==> config.mk <==
export PLATFORM = sky130hd
export DESIGN_NAME = baud_gen_mc
export DESIGN_NICKNAME = d
export VERILOG_FILES = /design/src/rtl/baud_pkg.sv /design/src/rtl/baud_acc.sv /design/src/rtl/baud_gen_mc.sv
export SDC_FILE = /design/constraint.sdc
export NUM_CORES = 1
export LEC_CHECK = 0
export BUFFER_PORTS_ARGS = -buffer_cell sky130_fd_sc_hd__buf_2
export CELL_PAD_IN_SITES_DETAIL_PLACEMENT = 1
export CELL_PAD_IN_SITES_GLOBAL_PLACEMENT = 1
export CORE_MARGIN = 5
export CORE_UTILIZATION = 30
export DETAILED_ROUTE_END_ITERATION = 12
export PLACE_DENSITY_LB_ADDON = 0.2
export SLEW_MARGIN = 20
export SYNTH_ARGS = -nofsm -noshare
export SYNTH_HDL_FRONTEND = slang
export SYNTH_HIERARCHICAL = 1
export SYNTH_SLANG_ARGS = --single-unit
==> constraint.sdc <==
create_clock -name clock -period 6.5 [get_ports clock]
set_input_delay 0.325 -clock clock [delete_from_list [all_inputs] [get_ports clock]]
set_output_delay 0.325 -clock clock [all_outputs]
set_load 0.01 [all_outputs]
==> src/rtl/baud_pkg.sv <==
// Baud generator shared definitions: reset defaults, phase-width helper and
// the runtime configuration record (increment and wrap threshold).
package baud_pkg;

  // Widest accumulator the generator supports; config records are carried at
  // this width and narrowed to the instance width where they are used.
  localparam int CFG_W_MAX = 32;

  // Reset-time rate: 1152 ticks per 31250 cycles.
  localparam logic [15:0] BAUD_DEF_FREQ  = 16'd1152;
  localparam logic [15:0] BAUD_DEF_LIMIT = 16'd30098;

  typedef struct packed {
    logic [CFG_W_MAX-1:0] freq;
    logic [CFG_W_MAX-1:0] limit;
  } baud_cfg_t;

  // Number of bits needed to count 0..osr-1 (osr is a power of two).
  function automatic int osr_w(input int osr);
    int w;
    w = 0;
    for (int i = 0; i < 31; i++) begin
      if ((1 << i) < osr) w = i + 1;
    end
    return w;
  endfunction

endpackage

==> src/rtl/baud_acc.sv <==
// Fractional rate accumulator: adds freq each cycle, subtracts limit on the
// cycle it has reached limit, and registers that event as the ce_os pulse.
module baud_acc #(
  parameter int CNT_W = 16
) (
  input  logic             clock,
  input  logic             reset,
  input  logic             enable,
  input  logic             sync,
  input  logic             clear,
  input  logic [CNT_W-1:0] freq,
  input  logic [CNT_W-1:0] limit,
  output logic             at_limit,
  output logic             tick_ev,
  output logic             ce_os
);

  logic [CNT_W-1:0] acc_q, acc_d;
  logic             ce_os_q, ce_os_d;

  // Raw wrap condition (used for config apply) and the tick that is actually
  // issued; idle or a sync request swallows it.
  assign at_limit = (acc_q >= limit);
  assign tick_ev  = enable && !sync && at_limit;

  // Next accumulator value: wrap by limit, otherwise add freq; idle, sync and
  // a config apply all restart counting from zero.
  always_comb begin
    // NOTE: every variable gets a value before any condition so no latch is inferred.
    acc_d = CNT_W'({1'b0, acc_q} + {1'b0, freq});
    if (at_limit) acc_d = acc_q - limit;
    if (!enable || sync || clear) acc_d = '0;
    ce_os_d = tick_ev;
  end

  // Accumulator and tick registers.
  always_ff @(posedge clock or posedge reset) begin
    // NOTE: non-blocking assignments so every flop samples pre-edge values.
    if (reset) begin
      acc_q   <= '0;
      ce_os_q <= 1'b0;
    end else begin
      acc_q   <= acc_d;
      ce_os_q <= ce_os_d;
    end
  end

  assign ce_os = ce_os_q;

endmodule

==> src/rtl/baud_gen_mc.sv <==
// Multi-config baud generator: fractional oversample ticks, bit-phase
// counter with mid-bit and end-of-bit strobes, and a valid/ready config port
// whose accepted settings take effect at a safe point (idle or tick cycle).
module baud_gen_mc
  import baud_pkg::*;
#(
  parameter int               CNT_W     = 16,
  parameter int               OSR       = 16,
  parameter logic [CNT_W-1:0] DEF_FREQ  = CNT_W'(BAUD_DEF_FREQ),
  parameter logic [CNT_W-1:0] DEF_LIMIT = CNT_W'(BAUD_DEF_LIMIT)
) (
  input  logic             clock,
  input  logic             reset,
  input  logic             enable,
  input  logic             cfg_valid,
  output logic             cfg_ready,
  input  logic [CNT_W-1:0] cfg_freq,
  input  logic [CNT_W-1:0] cfg_limit,
  input  logic             sync,
  output logic             ce_os,
  output logic             ce_mid,
  output logic             ce_bit,
  output logic             cfg_err
);

  localparam int              PH_W       = osr_w(OSR);
  localparam logic [PH_W-1:0] PH_MID_PRE = PH_W'(OSR / 2 - 1);
  localparam logic [PH_W-1:0] PH_LAST    = PH_W'(OSR - 1);

  baud_cfg_t       act_q, act_d;
  baud_cfg_t       pend_q, pend_d;
  logic            pend_valid_q, pend_valid_d;
  logic [PH_W-1:0] ph_q, ph_d;
  logic            ce_mid_q, ce_mid_d;
  logic            ce_bit_q, ce_bit_d;
  logic            cfg_err_q, cfg_err_d;

  logic            at_limit;
  logic            tick_ev;
  logic            accept;
  logic            cfg_bad;
  logic            apply;

  baud_acc #(
    .CNT_W (CNT_W)
  ) u_acc (
    .clock    (clock),
    .reset    (reset),
    .enable   (enable),
    .sync     (sync),
    .clear    (apply),
    .freq     (CNT_W'(act_q.freq)),
    .limit    (CNT_W'(act_q.limit)),
    .at_limit (at_limit),
    .tick_ev  (tick_ev),
    .ce_os    (ce_os)
  );

  // Config port: a zero field or a freq+limit sum that would overflow the
  // accumulator is acknowledged but dropped with an error pulse; a good one
  // waits in the pending slot until idle or a wrap cycle makes it safe to use.
  always_comb begin
    accept  = cfg_valid && !pend_valid_q;
    cfg_bad = (cfg_freq == '0) || (cfg_limit == '0) ||
              (((({1'b0, cfg_freq} + {1'b0, cfg_limit}) >> CNT_W)) != '0);
    apply   = pend_valid_q && (!enable || at_limit);

    act_d        = act_q;
    pend_d       = pend_q;
    pend_valid_d = pend_valid_q;
    if (apply) begin
      act_d        = pend_q;
      pend_valid_d = 1'b0;
    end else if (accept && !cfg_bad) begin
      pend_d       = '{freq: CFG_W_MAX'(cfg_freq), limit: CFG_W_MAX'(cfg_limit)};
      pend_valid_d = 1'b1;
    end
    cfg_err_d = accept && cfg_bad;
  end

  // Bit phase: advance on each issued tick, strobe when crossing the middle
  // of the bit and when wrapping to the next bit; idle and sync realign to 0.
  always_comb begin
    ph_d = ph_q;
    if (!enable || sync) ph_d = '0;
    else if (tick_ev)    ph_d = ph_q + 1'b1;
    ce_mid_d = tick_ev && (ph_q == PH_MID_PRE);
    ce_bit_d = tick_ev && (ph_q == PH_LAST);
  end

  // Config, phase and strobe registers.
  always_ff @(posedge clock or posedge reset) begin
    if (reset) begin
      act_q        <= '{freq: CFG_W_MAX'(DEF_FREQ), limit: CFG_W_MAX'(DEF_LIMIT)};
      pend_q       <= '0;
      pend_valid_q <= 1'b0;
      ph_q         <= '0;
      ce_mid_q     <= 1'b0;
      ce_bit_q     <= 1'b0;
      cfg_err_q    <= 1'b0;
    end else begin
      act_q        <= act_d;
      pend_q       <= pend_d;
      pend_valid_q <= pend_valid_d;
      ph_q         <= ph_d;
      ce_mid_q     <= ce_mid_d;
      ce_bit_q     <= ce_bit_d;
      cfg_err_q    <= cfg_err_d;
    end
  end

  assign cfg_ready = !pend_valid_q;
  assign ce_mid    = ce_mid_q;
  assign ce_bit    = ce_bit_q;
  assign cfg_err   = cfg_err_q;

endmodule

After elaboration in Yosys (flattened, before gate mapping)

Index checks and enable logic that the tools add are counted.

Logic and storage cells: 47
Register bits: 89
Output and inout bits: 5
Input bits: 37

Eq/ne operators: 2
Add/subtract/negate cells: 4
Order comparisons: 1
Bitwise logic cells: 1
Multiplexer cells: 6
Reduce and logical (&&, ||, !) cells: 22

Operators with widths:

| cell                  | number |
|---|---|
| $logic_not A16 Y1     | 2 |
| $mux W16              | 2 |
| $add A16 B16 Y17      | 1 |
| $add A16 B16 Y16      | 1 |
| $ge A16 B16 Y1        | 1 |
| $sub A16 B16 Y16      | 1 |
| $logic_and A1 B1 Y1   | 8 |
| $mux W4               | 2 |
| $logic_or A1 B1 Y1    | 5 |
| $add A4 B1 Y4 const B | 1 |
| $eq A4 B3 Y1 const B  | 1 |
| $eq A4 B4 Y1 const B  | 1 |
| $logic_not A1 Y1      | 4 |
| $reduce_bool A2 Y1    | 2 |
| $mux W1               | 2 |
| $reduce_and A2 Y1     | 1 |
| $not A1 Y1            | 1 |

Logic depth before layout (Yosys ltp)

Depth after elaboration: 7
Gate-level depth with buffers: 16
Mapped depth without buffers: 14

Modules after synthesis

Netlist, hierarchy kept.

Modules (own cells, without submodules):

| module      | times used | seq. area each (µm²) | cells an instance | area an instance (µm²) |
|---|---|---|---|---|
| baud_gen_mc | 1          | 1814.2               | 280               | 3251.9 |
| baud_acc    | 1          | 425.4                | 263               | 2200.9 |

Least setup slack after synthesis

OpenSTA, ideal clock, no wires.

Kind: reg2reg
Start: register act_q[7] (netlist name)
End: register u_acc.acc_q[14]
Setup slack: 2.874 ns
Data required time: 6.418 ns
Period minus slack after synthesis: 3.626 ns
Cell stages (with the launch flop): 17
Library setup time: 0.082 ns
Buffers on the path: 3
Data arrival time: 3.544 ns
Cells stage by stage: dfstp_2 > inv_1 > ha_1 > buf_2 > a21oi_1 > nand2_1 > o21ai_4 > a211oi_4 > nor2_4 > inv_2 > o21ai_1 > clkinv_1 > clkbuf_1 > or3b_1 > clkbuf_1 > or3_1 > o22ai_1

Word-level cells in the longest chain between the ends: 5
Elaborated cells between the ends (all ways): 7
Classes of those cells: add/sub (1); order compare (1); mux (2); reduce/logical (3)

RTL lines:

| item                      | line               | source |
|---|---|---|
| start: declaration        | baud_gen_mc.sv:30  | `baud_cfg_t act_q, act_d;` |
| start signal: assignment  | baud_gen_mc.sv:94  | `act_q <= '{freq: CFG_W_MAX'(DEF_FREQ), limit: CFG_W_MAX'(DEF_LIMIT)};` |
| start signal: assignment  | baud_gen_mc.sv:102 | `act_q <= act_d;` |
| $ge A16 B16 Y1            | baud_acc.sv:23     | `assign at_limit = (acc_q >= limit);` |
| named net at_limit        | baud_gen_mc.sv:38  | `logic at_limit;` |
| $logic_or A1 B1 Y1        | baud_gen_mc.sv:66  | `apply = pend_valid_q && (!enable \|\| at_limit);` |
| $logic_and A1 B1 Y1       | baud_gen_mc.sv:66  |  |
| named net apply           | baud_gen_mc.sv:42  | `logic apply;` |
| $logic_or A1 B1 Y1        | baud_acc.sv:32     | `if (!enable \|\| sync \|\| clear) acc_d = '0;` |
| $mux W16                  | baud_acc.sv:32     |  |
| named net u_acc.acc_d[14] | baud_acc.sv:18     | `logic [CNT_W-1:0] acc_q, acc_d;` |
| end signal: assignment    | baud_acc.sv:40     | `acc_q <= '0;` |
| end signal: assignment    | baud_acc.sv:43     | `acc_q <= acc_d;` |
| end: declaration          | baud_acc.sv:18     |  |

The timed path passes the listed nets, and every way through them passes these cells.
A chain may end at the register's enable or synchronous reset.

Final worst setup path

Start: register act_q[7] (netlist name)
End: register u_acc.acc_q[14]

Word-level cells in the longest chain between the ends: 5
Elaborated cells between the ends (all ways): 7
Classes of those cells: add/sub (1); order compare (1); mux (2); reduce/logical (3)

RTL lines:

| item                      | line |
|---|---|
| $ge A16 B16 Y1 (*)        | baud_acc.sv:23 |
| named net at_limit        | baud_gen_mc.sv:38 |
| $logic_or A1 B1 Y1        | baud_gen_mc.sv:66 |
| $logic_and A1 B1 Y1       | baud_gen_mc.sv:66 |
| $logic_or A1 B1 Y1        | baud_acc.sv:32 |
| $mux W16 (*)              | baud_acc.sv:32 |
| named net u_acc.acc_d[14] | baud_acc.sv:18 |

The timed path passes the listed nets; every way through them passes the cells marked *.

==> flow_summary.toml <==
[finish]
nFillCells = 2077
area.growth.synth_to_final_pct = 14.2
mostFrequentLayoutCell = "nand2_1"
instances_no_fill = 818
n_antenna_cell = 0
mostFrequentLayoutCells = "nand2_1, dfrtp_1, ha_1"
post-route-util = 0.348
multiInputGateArea_um2 = 3020
drive_gt1_frac = 0.202
fin_nets = 670
ff_latch_area_um2 = 2240

[timing]
tightest_slew_ns = 1.02
skew_ns = 0.00996
finalSetupTns_ns = 0
rsz0062_at_grt = "false"
fmax_ghz = 0.218
drv_slew = 0
period_minus_slack_ns = 4.59
period_share = 0.706
hold_slack_ns = 0.0771
hold_violations = 0
setup_viol = 0
timing.slew.headroom = 0.320

[setup_path]
cpMaxStageDelayCell = "clkinv_1"
start_kind = "flop"
crit_required_ns = 6.76
critPathBufInv = 4
path_max_fanout = 34
path_cells = "inv_1 > ha_1 > a21oi_1 > nand2_1 > o21ai_4 > a211oi_4 > nor2_4 > inv_2 > o21ai_2 > clkinv_1 > or3b_1 > buf_4 > or3_1 > o22ai_1"
cp-end-kind = "flop"
max_stage_delay_ns = 0.74
crit_family = "simple AND/OR/NAND/NOR gates"
cp.arrival_ns = 4.84
worstSetupPathType = "flop to flop"

[cts]
cts_buffer_depth = 2
postCtsSetupRepairBufs = 0
htree_levels = 3
cts_inserted_buffers = 9
ctsResizeCount = 0
hold_buffers = 0
path_clk_slew_ns = 0.07
cts-root-buf = "clkbuf_16"
cts_tree = "yes"
cts.sinks = 89
clk_latency_ns = 0.34

[synthesis]
synthFlopType = "dfrtp_1"
yosysUniqueCellTypes = 64
yosys_warnings = 6
synth.avg_cell_area_um2 = 10.0
synth_fp_nets = 629
ys_ff_latch = 89
synth_edf_count = 0
synthCells = 543
ys_seq_area_frac = 0.411
syn_area_um2 = 5450
synth-async-reset-ratio = 1.00

[power]
combPwrFrac = 0.535
p_sw_frac = 0.421
p_sw_w = 0.00147
internal_power_w = 0.00202
irDropWorstVdd_mv = 0.196
power_w = 0.00349
sequentialPowerShare = 0.292
power_density_nw_per_um2 = 561
pwr-share-clk = 0.173
p_leak_nw = 3.12

[grt]
grt_overflow_total = 0
grt_max_degree = 73
grt_usage = 0.144
grt_pass1_vias = 4396
grt_pass1_wl_um = 23700
antenna_found_initial = 0

[placed_design]
routabilityCongestion = 0.848
io_buffers = 41
dp_cells = 802
dp_hpwl_um = 11300

[die]
initial_core_util = 0.305
core_area_um2 = 17900
design.die.area_um2 = 21000
io_pins = 42
die_w_um = 145
rows = 49
die_y_um = 145

[detailed_routing]
drc_errors = 0
via_per_inst = 4.91
drt_iter0_drc = 117
drt_wl_total_um = 14100
first_pass_iters = 4
avgRoutedWirePerCell_um = 17.3
ant_nets = 0
num_vias = 4013

[worst_hold_path]
hold_path.class = "input pin to async pin"

[flow_run]
max-cap-violations = 0

[outcome]
status = "finished, final reports clean"
==> power groups by stage <==
stage	clock network [W]	registers [W]	logic, W
CTS	0.000626	0.00102	0.00190
global placement	0	0.00103	0.00183
detailed placement	0	0.00103	0.00188
finish	0.000603	0.00102	0.00187
global route	0.000653	0.00105	0.00210
floorplan	0	0.000932	0.00152
==> cells in the mapped netlist, types with 3 or more instances <==
library cell  count  area, um2
mux2i_1          10        100
ha_1             47        588
inv_1            28        105
o211ai_1          3       22.5
o21ai_1           4       20.0
nand2b_1          5       31.3
xor2_1           12        105
and3_1            3       18.8
o21ai_0           7       35.0
a21oi_1          32        160
clkbuf_1          8       30.0
nor3_1            3       15.0
or3_1             3       18.8
xnor2_1          18        158
dfrtp_1          79       1980
a31oi_1           6       37.5
nand2_1         113        424
mux2_4           30        450
nand4_1          10       62.6
nor2_1           22       82.6
buf_6             4       45.0
nor4_1           11       68.8
and2_1            3       18.8
dfstp_2          10        263
nand3_1          12       60.1
a21o_1           11       82.6
==> through the flow <==
stage / area (um2) / worst slack, ns
finish: 6230 / 1.91
global route: 6230 / 1.54
CTS: 6230 / 1.82
detailed placement: 5890 / 1.85
global placement: 5890 / 2.05
floorplan: 5450 / 2.87
==> worst paths after layout <==
kind	from	cells after the start	endpoint	slack, ns
min in group clock	cfg_freq[13]	2	pend_q[45]$_DFFE_PP0P_	0.25
worst max-delay path	act_q[7]$_DFFE_PP1P_	14	u_acc/acc_q[14]$_DFF_PP0_	1.91
worst min register to register	ph_q[3]$_DFFE_PP0P_	1	ce_mid$_DFF_PP0_	0.45
worst max register to register	act_q[7]$_DFFE_PP1P_	14	u_acc/acc_q[14]$_DFF_PP0_	1.91
worst min-delay path	reset	2	u_acc/acc_q[1]$_DFF_PP0_	0.08
max in group asynchronous	reset	3	act_q[43]$_DFFE_PP0P_	5.61
==> logic make-up (layout without fill, tap and decap cells) <==
logic type,Yosys count,count (layout),synth area share
flops,89,89,0.411
simple gates,197,197,0.166
xor+xnor,30,30,0.0482
buf+inv,44,90,0.0363
fa+ha+maj,49,49,0.115
compound gates,92,92,0.119
mux,42,42,0.105
==> metal layers <==
metal	wire length, um	global-route usage	vias to the layer above	part of all wire
met2	6140	0.218	73	0.43
met4	220	0.0363	0	0.016
li1	-	-	1986	-
met3	394	0.0273	20	0.028
met1	7390	0.211	1934	0.52
met5	0	0	-	0
==> final cells by class <==
cell class                 instances  area share
clock inverter                     6      0.0183
sequential                        89       0.360
multi-input combinational        410       0.485
tap                              229      0.0460
clock buffer                      10      0.0368
timing repair buffer              44      0.0366
inverter                          30      0.0181
==> flip-flops by register name (all words and copies together), names as in the netlist <==
name and flops:
ph_q 4, cfg_err 1, ce_mid 1, act_q 32
pend_valid_q 1, u_acc/ce_os 1, ce_bit 1, u_acc/acc_q 16
pend_q 32
(Power assumes the default switching activity.)
